**config.mk**
```make
export PLATFORM = sky130hd
export DESIGN_NAME = dmem_access_arbiter
export DESIGN_NICKNAME = d
export VERILOG_FILES = /design/src/rtl/dmem_access_arbiter.sv
export SDC_FILE = /design/constraint.sdc
export NUM_CORES = 1
export LEC_CHECK = 0
export CAP_MARGIN = 5
export CORE_ASPECT_RATIO = 0.6
export CORE_MARGIN = 2
export CORE_UTILIZATION = 40
export CTS_BUF_LIST = sky130_fd_sc_hd__clkbuf_8
export DETAILED_ROUTE_END_ITERATION = 16
export PLACE_DENSITY = 0.82
export SKIP_CTS_REPAIR_TIMING = 1
export SYNTH_ARGS = -nofsm -noshare
export SYNTH_HDL_FRONTEND = slang
export SYNTH_SLANG_ARGS = --single-unit
```
**constraint.sdc**
```tcl
create_clock -name in_clk -period 2.89 [get_ports in_clk]
set_clock_uncertainty 0.1 [all_clocks]
set_input_delay 0.289 -clock in_clk [delete_from_list [all_inputs] [get_ports in_clk]]
set_output_delay 0.289 -clock in_clk [all_outputs]
set_load 0.01 [all_outputs]
```
**src/rtl/dmem_access_arbiter.sv**
```systemverilog
// -----------------------------------------------------------------------------
// dmem_access_arbiter
//
// Shares the single-ported data memory between the CPU load/store stage
// (requester 0) and the DMA/debug port (requester 1). Each granted access
// holds the memory enable for MEM_LAT cycles. The arbiter then spends one
// DONE cycle that pulses the grantee's ack, presents the read data and
// drives the write-back select.
//
// Sequence per access (cycle 0 = request seen in IDLE):
//   cycle 0              IDLE   : arbitrate and latch we/addr/wdata
//   cycles 1..MEM_LAT    ACCESS : out_mem_en = 1
//   cycle MEM_LAT+1      DONE   : ack pulse, out_rdata valid, wb select
//   cycle MEM_LAT+2      IDLE   : next request may be sampled
//
// Ports
//   in_clk, in_rst_n          clock, asynchronous active-low reset
//   in_req0/1, in_we0/1       request and write flag, CPU / DMA
//   in_addr0/1, in_wdata0/1   byte address and write data, CPU / DMA
//   out_ack0/1                one-cycle completion pulse to the grantee
//   out_rdata                 read data; valid in the ack cycle of a read
//   out_mem_en, out_mem_we    memory enable and qualified write enable
//   out_mem_addr/wdata        latched address / write data of the access
//   in_mem_rdata              memory read data, valid at the end of the
//                             last enable cycle
//   out_wb_select             1 = memory data to write-back, 0 = ALU result
//   out_busy                  high whenever the FSM is not in IDLE
//
// Every output comes straight from a flop. The output process therefore
// computes next-cycle values from the next state, and those values are
// registered.
// -----------------------------------------------------------------------------
module dmem_access_arbiter #(
  parameter int unsigned MEM_LAT = 2
) (
  input  logic        in_clk,
  input  logic        in_rst_n,
  input  logic        in_req0,
  input  logic        in_req1,
  input  logic        in_we0,
  input  logic        in_we1,
  input  logic [31:0] in_addr0,
  input  logic [31:0] in_addr1,
  input  logic [31:0] in_wdata0,
  input  logic [31:0] in_wdata1,
  output logic        out_ack0,
  output logic        out_ack1,
  output logic [31:0] out_rdata,
  output logic        out_mem_en,
  output logic        out_mem_we,
  output logic [31:0] out_mem_addr,
  output logic [31:0] out_mem_wdata,
  input  logic [31:0] in_mem_rdata,
  output logic        out_wb_select,
  output logic        out_busy
);

  localparam int unsigned CNT_W = 4;

  if ((MEM_LAT < 1) || (MEM_LAT > 15)) begin : g_bad_lat
    $error("dmem_access_arbiter: MEM_LAT must lie in 1..15");
  end

  typedef enum logic [1:0] {
    IDLE   = 2'd0,
    ACCESS = 2'd1,
    DONE   = 2'd2
  } state_t;

  // Round-robin pick. A tie goes to the requester that did not win last
  // time. A lone requester always wins. 0 = CPU, 1 = DMA.
  function automatic logic pick_grant(input logic req0, input logic req1,
                                      input logic last);
    logic g;
    if (req0 && req1) begin
      g = ~last;
    end else begin
      g = req1;
    end
    return g;
  endfunction

  state_t             state_q;
  state_t             state_d;
  logic [CNT_W-1:0]   cnt_q;
  logic               gnt_q;
  logic               last_grant_q;
  logic               we_q;

  logic               any_req;
  logic               arb_gnt;
  logic               launch;
  logic               cnt_zero;
  logic               sel_we;
  logic [31:0]        sel_addr;
  logic [31:0]        sel_wdata;

  logic               ack0_d;
  logic               ack1_d;
  logic [31:0]        rdata_d;
  logic               mem_en_d;
  logic               mem_we_d;
  logic [31:0]        mem_addr_d;
  logic [31:0]        mem_wdata_d;
  logic               wb_select_d;
  logic               busy_d;

  assign any_req   = in_req0 | in_req1;
  assign arb_gnt   = pick_grant(in_req0, in_req1, last_grant_q);
  assign launch    = (state_q == IDLE) && any_req;
  assign cnt_zero  = (cnt_q == '0);
  assign sel_we    = arb_gnt ? in_we1    : in_we0;
  assign sel_addr  = arb_gnt ? in_addr1  : in_addr0;
  assign sel_wdata = arb_gnt ? in_wdata1 : in_wdata0;

  // State register
  always_ff @(posedge in_clk or negedge in_rst_n) begin
    if (!in_rst_n) begin
      state_q <= IDLE;
    end else begin
      state_q <= state_d;
    end
  end

  // Next-state logic
  always_comb begin
    state_d = state_q;
    unique case (state_q)
      IDLE:    if (any_req)  state_d = ACCESS;
      ACCESS:  if (cnt_zero) state_d = DONE;
      DONE:    state_d = IDLE;
      default: state_d = IDLE;
    endcase
  end

  // Grant, latency counter and latched direction of the access in flight
  always_ff @(posedge in_clk or negedge in_rst_n) begin
    if (!in_rst_n) begin
      cnt_q        <= '0;
      gnt_q        <= 1'b0;
      last_grant_q <= 1'b1;
      we_q         <= 1'b0;
    end else if (launch) begin
      cnt_q        <= CNT_W'(MEM_LAT - 1);
      gnt_q        <= arb_gnt;
      last_grant_q <= arb_gnt;
      we_q         <= sel_we;
    end else if ((state_q == ACCESS) && !cnt_zero) begin
      cnt_q        <= cnt_q - 1'b1;
    end
  end

  // Output logic: next-cycle values of the registered outputs
  always_comb begin
    ack0_d      = 1'b0;
    ack1_d      = 1'b0;
    wb_select_d = 1'b0;
    mem_en_d    = (state_d == ACCESS);
    mem_we_d    = 1'b0;
    busy_d      = (state_d != IDLE);
    rdata_d     = out_rdata;
    mem_addr_d  = out_mem_addr;
    mem_wdata_d = out_mem_wdata;

    if (launch) begin
      mem_addr_d  = sel_addr;
      mem_wdata_d = sel_wdata;
      mem_we_d    = sel_we;
    end else if (state_d == ACCESS) begin
      mem_we_d    = we_q;
    end

    // Memory data is only valid at the end of the last enable cycle.
    if ((state_q == ACCESS) && cnt_zero && !we_q) begin
      rdata_d = in_mem_rdata;
    end

    // DONE is only entered from ACCESS, so gnt_q/we_q describe this access.
    if (state_d == DONE) begin
      ack0_d      = ~gnt_q;
      ack1_d      = gnt_q;
      wb_select_d = ~gnt_q & ~we_q;
    end
  end

  // Output registers
  always_ff @(posedge in_clk or negedge in_rst_n) begin
    if (!in_rst_n) begin
      out_ack0      <= 1'b0;
      out_ack1      <= 1'b0;
      out_rdata     <= '0;
      out_mem_en    <= 1'b0;
      out_mem_we    <= 1'b0;
      out_mem_addr  <= '0;
      out_mem_wdata <= '0;
      out_wb_select <= 1'b0;
      out_busy      <= 1'b0;
    end else begin
      out_ack0      <= ack0_d;
      out_ack1      <= ack1_d;
      out_rdata     <= rdata_d;
      out_mem_en    <= mem_en_d;
      out_mem_we    <= mem_we_d;
      out_mem_addr  <= mem_addr_d;
      out_mem_wdata <= mem_wdata_d;
      out_wb_select <= wb_select_d;
      out_busy      <= busy_d;
    end
  end

endmodule
```
### Word level (Yosys, flattened, before mapping)

Index checks and enable logic that the tools add are counted.

| word-level totals | value |
|---|---|
| register bits | 111 |
| bits in latches | 0 |
| memory bits (writable) | 0 |
| bits in read-only memories | 0 |
| output and inout port bits | 102 |
| word-level logic and storage cells | 48 |
| memories | 0 |

| cells by class | value |
|---|---|
| add/subtract/negate cells | 1 |
| multipliers | 0 |
| div/mod/pow operators | 0 |
| magnitude comparators | 0 |
| equality and inequality tests | 3 |
| shift operators | 0 |
| mux-type cells | 14 |
| bitwise logic cells | 5 |
| reductions and logical operators | 11 |

Operator list:

| cell | count |
|---|---|
| $mux 32 | 2 |
| $mux 4 | 2 |
| $mux 1 | 7 |
| $logic_and 1x1->1 | 5 |
| $eq 2x1->1 const B | 2 |
| $logic_not 4->1 | 1 |
| $mux 2 | 2 |
| $pmux 2 s2 | 1 |
| $reduce_bool 2->1 | 2 |
| $sub 4x1->4 const B | 1 |
| $not 1->1 | 3 |
| $eq 2x2->1 const B | 1 |
| $logic_not 1->1 | 2 |
| $logic_not 2->1 | 1 |
| $and 1x1->1 | 1 |
| $or 1x1->1 | 1 |

### Depth between registers and ports, before layout

| depth | value |
|---|---|
| word-level depth | 6 |
| mapped depth | 7 |

### Worst setup path after synthesis

No wires, ideal clock.

| timing path | value |
|---|---|
| path kind | reg2reg |
| from | register cnt_q[0] |
| to | register out_rdata[10] |
| library setup time | 0.125 ns |
| data arrival time | 1.811 ns |
| path slack | 0.854 ns |
| stages on the path, launching flop included | 8 |
| buffers on the path | 2 |
| period minus slack after synthesis | 2.036 ns |
| cell sequence | dfrtp_1 > inv_1 > ha_1 > or3b_1 > buf_2 > nor3_4 > buf_6 > mux2_2 |

| between the ends | value |
|---|---|
| word-level cells in the longest chain between the ends | 3 |

RTL lines:

| what | line | RTL |
|---|---|---|
| from (decl) | 85 | `logic [CNT_W-1:0] cnt_q;` |
| from (signal assigned) | 144 | `cnt_q <= CNT_W'(MEM_LAT - 1);` |
| from (signal assigned) | 149 | `cnt_q <= cnt_q - 1'b1;` |
| $logic_not 4->1 | 111 | `assign cnt_zero = (cnt_q == '0);` |
| $logic_and 1x1->1 (2 in series) | 174 | `if ((state_q == ACCESS) && cnt_zero && !we_q) begin` |
| to (signal assigned) | 201 | `out_rdata <= rdata_d;` |
| to (decl) | 48 | `output logic [31:0] out_rdata,` |

Every way passes these cells.
A chain may end at the register's enable or synchronous reset.

### Worst setup path after layout

| timing path | value |
|---|---|
| from | register cnt_q[0] |
| to | register out_rdata[0] |

The elaborated chain is that of the path after synthesis.

==> run_results.csv <==
group,metric,value,unit
drt,drt-initial-drc-count,56,
power,p_leak,3.22,nW
critical_path,reg2regPathDepth,6,
final_layout,stdcell_area,0.00799,sq mm
final_layout,utilization,66.3,%
floorplan,start_util,41.1,%
placement,numPortBuffers,267,
final_layout,layout_commonest_cell,"clkdlybuf4s50_1",
synthesis,yosysWarningCount,0,
floorplan,rows,31,
final_layout,final_cell_mix,"clkdlybuf4s50_1, mux2_2, dfrtp_1",
synthesis,synth_top_family_by_area,"multiplexers",
synthesis,synth_compound_area_share,1.29,%
critical_path,reg2reg_to,"out_rdata[0]$_DFFE_PN0P_",
hold_path,hold_start,"state_q[1]$_DFF_PN0_",
grt,grt_use_total,19.8,%
synthesis,synth_nets,497,
synthesis,synthSimpleGateAreaFrac,2.50,%
floorplan,die-area,0.0133,sq mm
synthesis,synth.ff_latch_count,111,
timing,fin_hold_ws,0.373,ns
critical_path,regToRegSetupSlack,0.56,ns
critical_path,r2r-start,"cnt_q[0]$_DFFE_PN0P_",
synthesis,synthAdderAreaFrac,0.252,%
placement,post-place-ws,0.554,ns
grt,grt_pass1_wl,20700,um
floorplan,die_w,148,um
power,ir_drop,0.539,mV
grt,antenna_found_initial,0,
critical_path,worstPathArrival,2.48,ns
timing,rsz0062_at_grt,"false",
grt,grt_max_degree,67,
floorplan,core,0.0121,sq mm
clocking,clkLatencyLatePin,0.36,ns
power,power_density,931,mW/mm^2
synthesis,synth-edff-count,0,
timing,relSlewSlack,60.1,%
grt,overflow,0,
final_layout,nNetsFinal,763,
synthesis,ys_types,27,
run,maxCapViolCount,0,
placement,gp_congestion,0.825,
grt,grt_pass1_vias,3983,
floorplan,die_y,90.3,um
synthesis,synth_mux_area_share,37.4,%
timing,tightestPinTransition,0.598,ns
power,finalPower,7.44,mW
drt,routed_wl,13000,um
timing,setup_viol,0,
critical_path,start_kind,"flop",
drt,final_antenna_net_count,0,
final_layout,layout-drive-gt1-share,31.6,%
clocking,clk_pin_slew_worst_paths,0.11,ns
synthesis,synth_area,0.00496,sq mm
clocking,h-tree-depth,3,
timing,finalCritPeriodShare,80.8,%
drt,post_drt_wl_per_cell,17.0,um
clocking,cts_buffers,9,
synthesis,seq_area_frac_synth,56.0,%
placement,placed_cells,749,
clocking,clock_path_buffers,2,
timing,hold_violations,0,
critical_path,critical_path_class,"reg2reg",
placement,placed_cell_area,0.00779,sq mm
hold_path,hold_end,"out_busy$_DFF_PN0_",
synthesis,synth_area_per_cell,15.0,sq um
clocking,clock_sinks,111,
drt,drc,0,
synthesis,synthCells,330,
timing,maxSlewViolCount,0,
clocking,cts_tree,"built",
placement,hpwl,10000,um
clocking,root_buffer,"clkbuf_8",
drt,vias_per_cell,4.78,
hold_path,min_path_cells,1,
hold_path,min_path_type,"reg2reg",
drt,firstDrtPassIters,4,
run_status,outcome,"finished clean",
timing,max_freq,428,MHz
critical_path,path_max_fanout,32,
synthesis,postSynth.asyncResetShare,100,%
critical_path,end_kind,"flop",
synthesis,synth_xor_area_share,0,%
synthesis,ys.flop_type,"dfrtp_1",
final_layout,final_cells,766,
final_layout,area_growth,61.1,%
floorplan,ioPinCount,268,
timing,fin_ws,0.555,ns
critical_path,critPathRequiredTime,3.04,ns
timing,tns,0,ns
final_layout,diodes,0,
timing,fin_crit,2.33,ns
drt,vias,3665,
## cells by family after synthesis
| family | count (synthesis) |
|---|---|
| AOI/OAI and AO/OA | 11 |
| adders and majority gates | 1 |
| buffers and inverters | 21 |
| DFF | 111 |
| muxes | 165 |
| and+or+nand+nor | 21 |
## final cells by class
type | count | area (sq um)
inverters | 2 | 7.51
well taps | 165 | 206
clock buffers | 9 | 124
fillers | 879 | 4070
flip-flops and latches | 111 | 2780
clock inverters | 7 | 66.3
multi-input cells | 198 | 2070
repair buffers | 274 | 2740
## worst max-delay path, stage by stage (launching register included)
cell and delay [ns]:
dfrtp_1 0.41, inv_1 0.09, ha_1 0.19, or3b_1 0.49
nor3_4 0.15, buf_4 0.38, mux2_2 0.39
## synthesized netlist by cell type, types with 2 or more instances
| cell type | number | area, sq um |
|---|---|---|
| or2_2 | 2 | 12.5 |
| nand3_1 | 4 | 20.0 |
| buf_4 | 3 | 22.5 |
| o21ai_0 | 7 | 35.0 |
| mux2i_1 | 3 | 30.0 |
| nor2_1 | 5 | 18.8 |
| mux2_2 | 161 | 1810 |
| nor3_1 | 3 | 15.0 |
| inv_1 | 2 | 7.51 |
| buf_2 | 12 | 60.1 |
| dfrtp_1 | 110 | 2750 |
| buf_6 | 3 | 33.8 |
## per-layer routing
layer | wire (um) | part of all wire, % | GRT usage, % | vias up
met1 | 5160 | 40 | 23.1 | 1798
met5 | 0 | 0 | 0 | -
met3 | 1250 | 9.6 | 8.18 | 8
met2 | 6520 | 50 | 34.6 | 148
li1 | - | - | - | 1711
met4 | 82 | 0.63 | 3.61 | 0
## worst max path at each step
stage | end | startpoint | depth (start not counted) | slack (ns)
after floorplan | out_rdata[10]$_DFFE_PN0P_ | cnt_q[0]$_DFFE_PN0P_ | 7 | 0.85
after global placement | out_mem_wdata[16]$_DFFE_PN0P_ | in_req1 | 5 | 0.63
after detailed placement | out_mem_wdata[26]$_DFFE_PN0P_ | in_req1 | 5 | 0.55
after CTS | out_rdata[0]$_DFFE_PN0P_ | cnt_q[0]$_DFFE_PN0P_ | 6 | 0.55
after global routing | out_rdata[2]$_DFFE_PN0P_ | cnt_q[0]$_DFFE_PN0P_ | 6 | 0.48
final | out_rdata[0]$_DFFE_PN0P_ | cnt_q[0]$_DFFE_PN0P_ | 6 | 0.56
## registers in the layout (all words and copies together) (netlist names)
signal and flops:
out_busy 1, state_q 2, out_mem_en 1, cnt_q 4, out_mem_wdata 32, last_grant_q 1
out_rdata 32, out_wb_select 1, gnt_q 1, out_mem_addr 32, we_q 1, out_ack1 1
out_ack0 1, out_mem_we 1
## report_power, final
part	switching [mW]	internal (mW)	total, mW	leakage [nW]
registers	0.422	2.34	2.76	1.32
clock network	0.552	0.334	0.886	0.0949
logic	1.41	2.39	3.80	1.81
(Power assumes the default switching activity.)
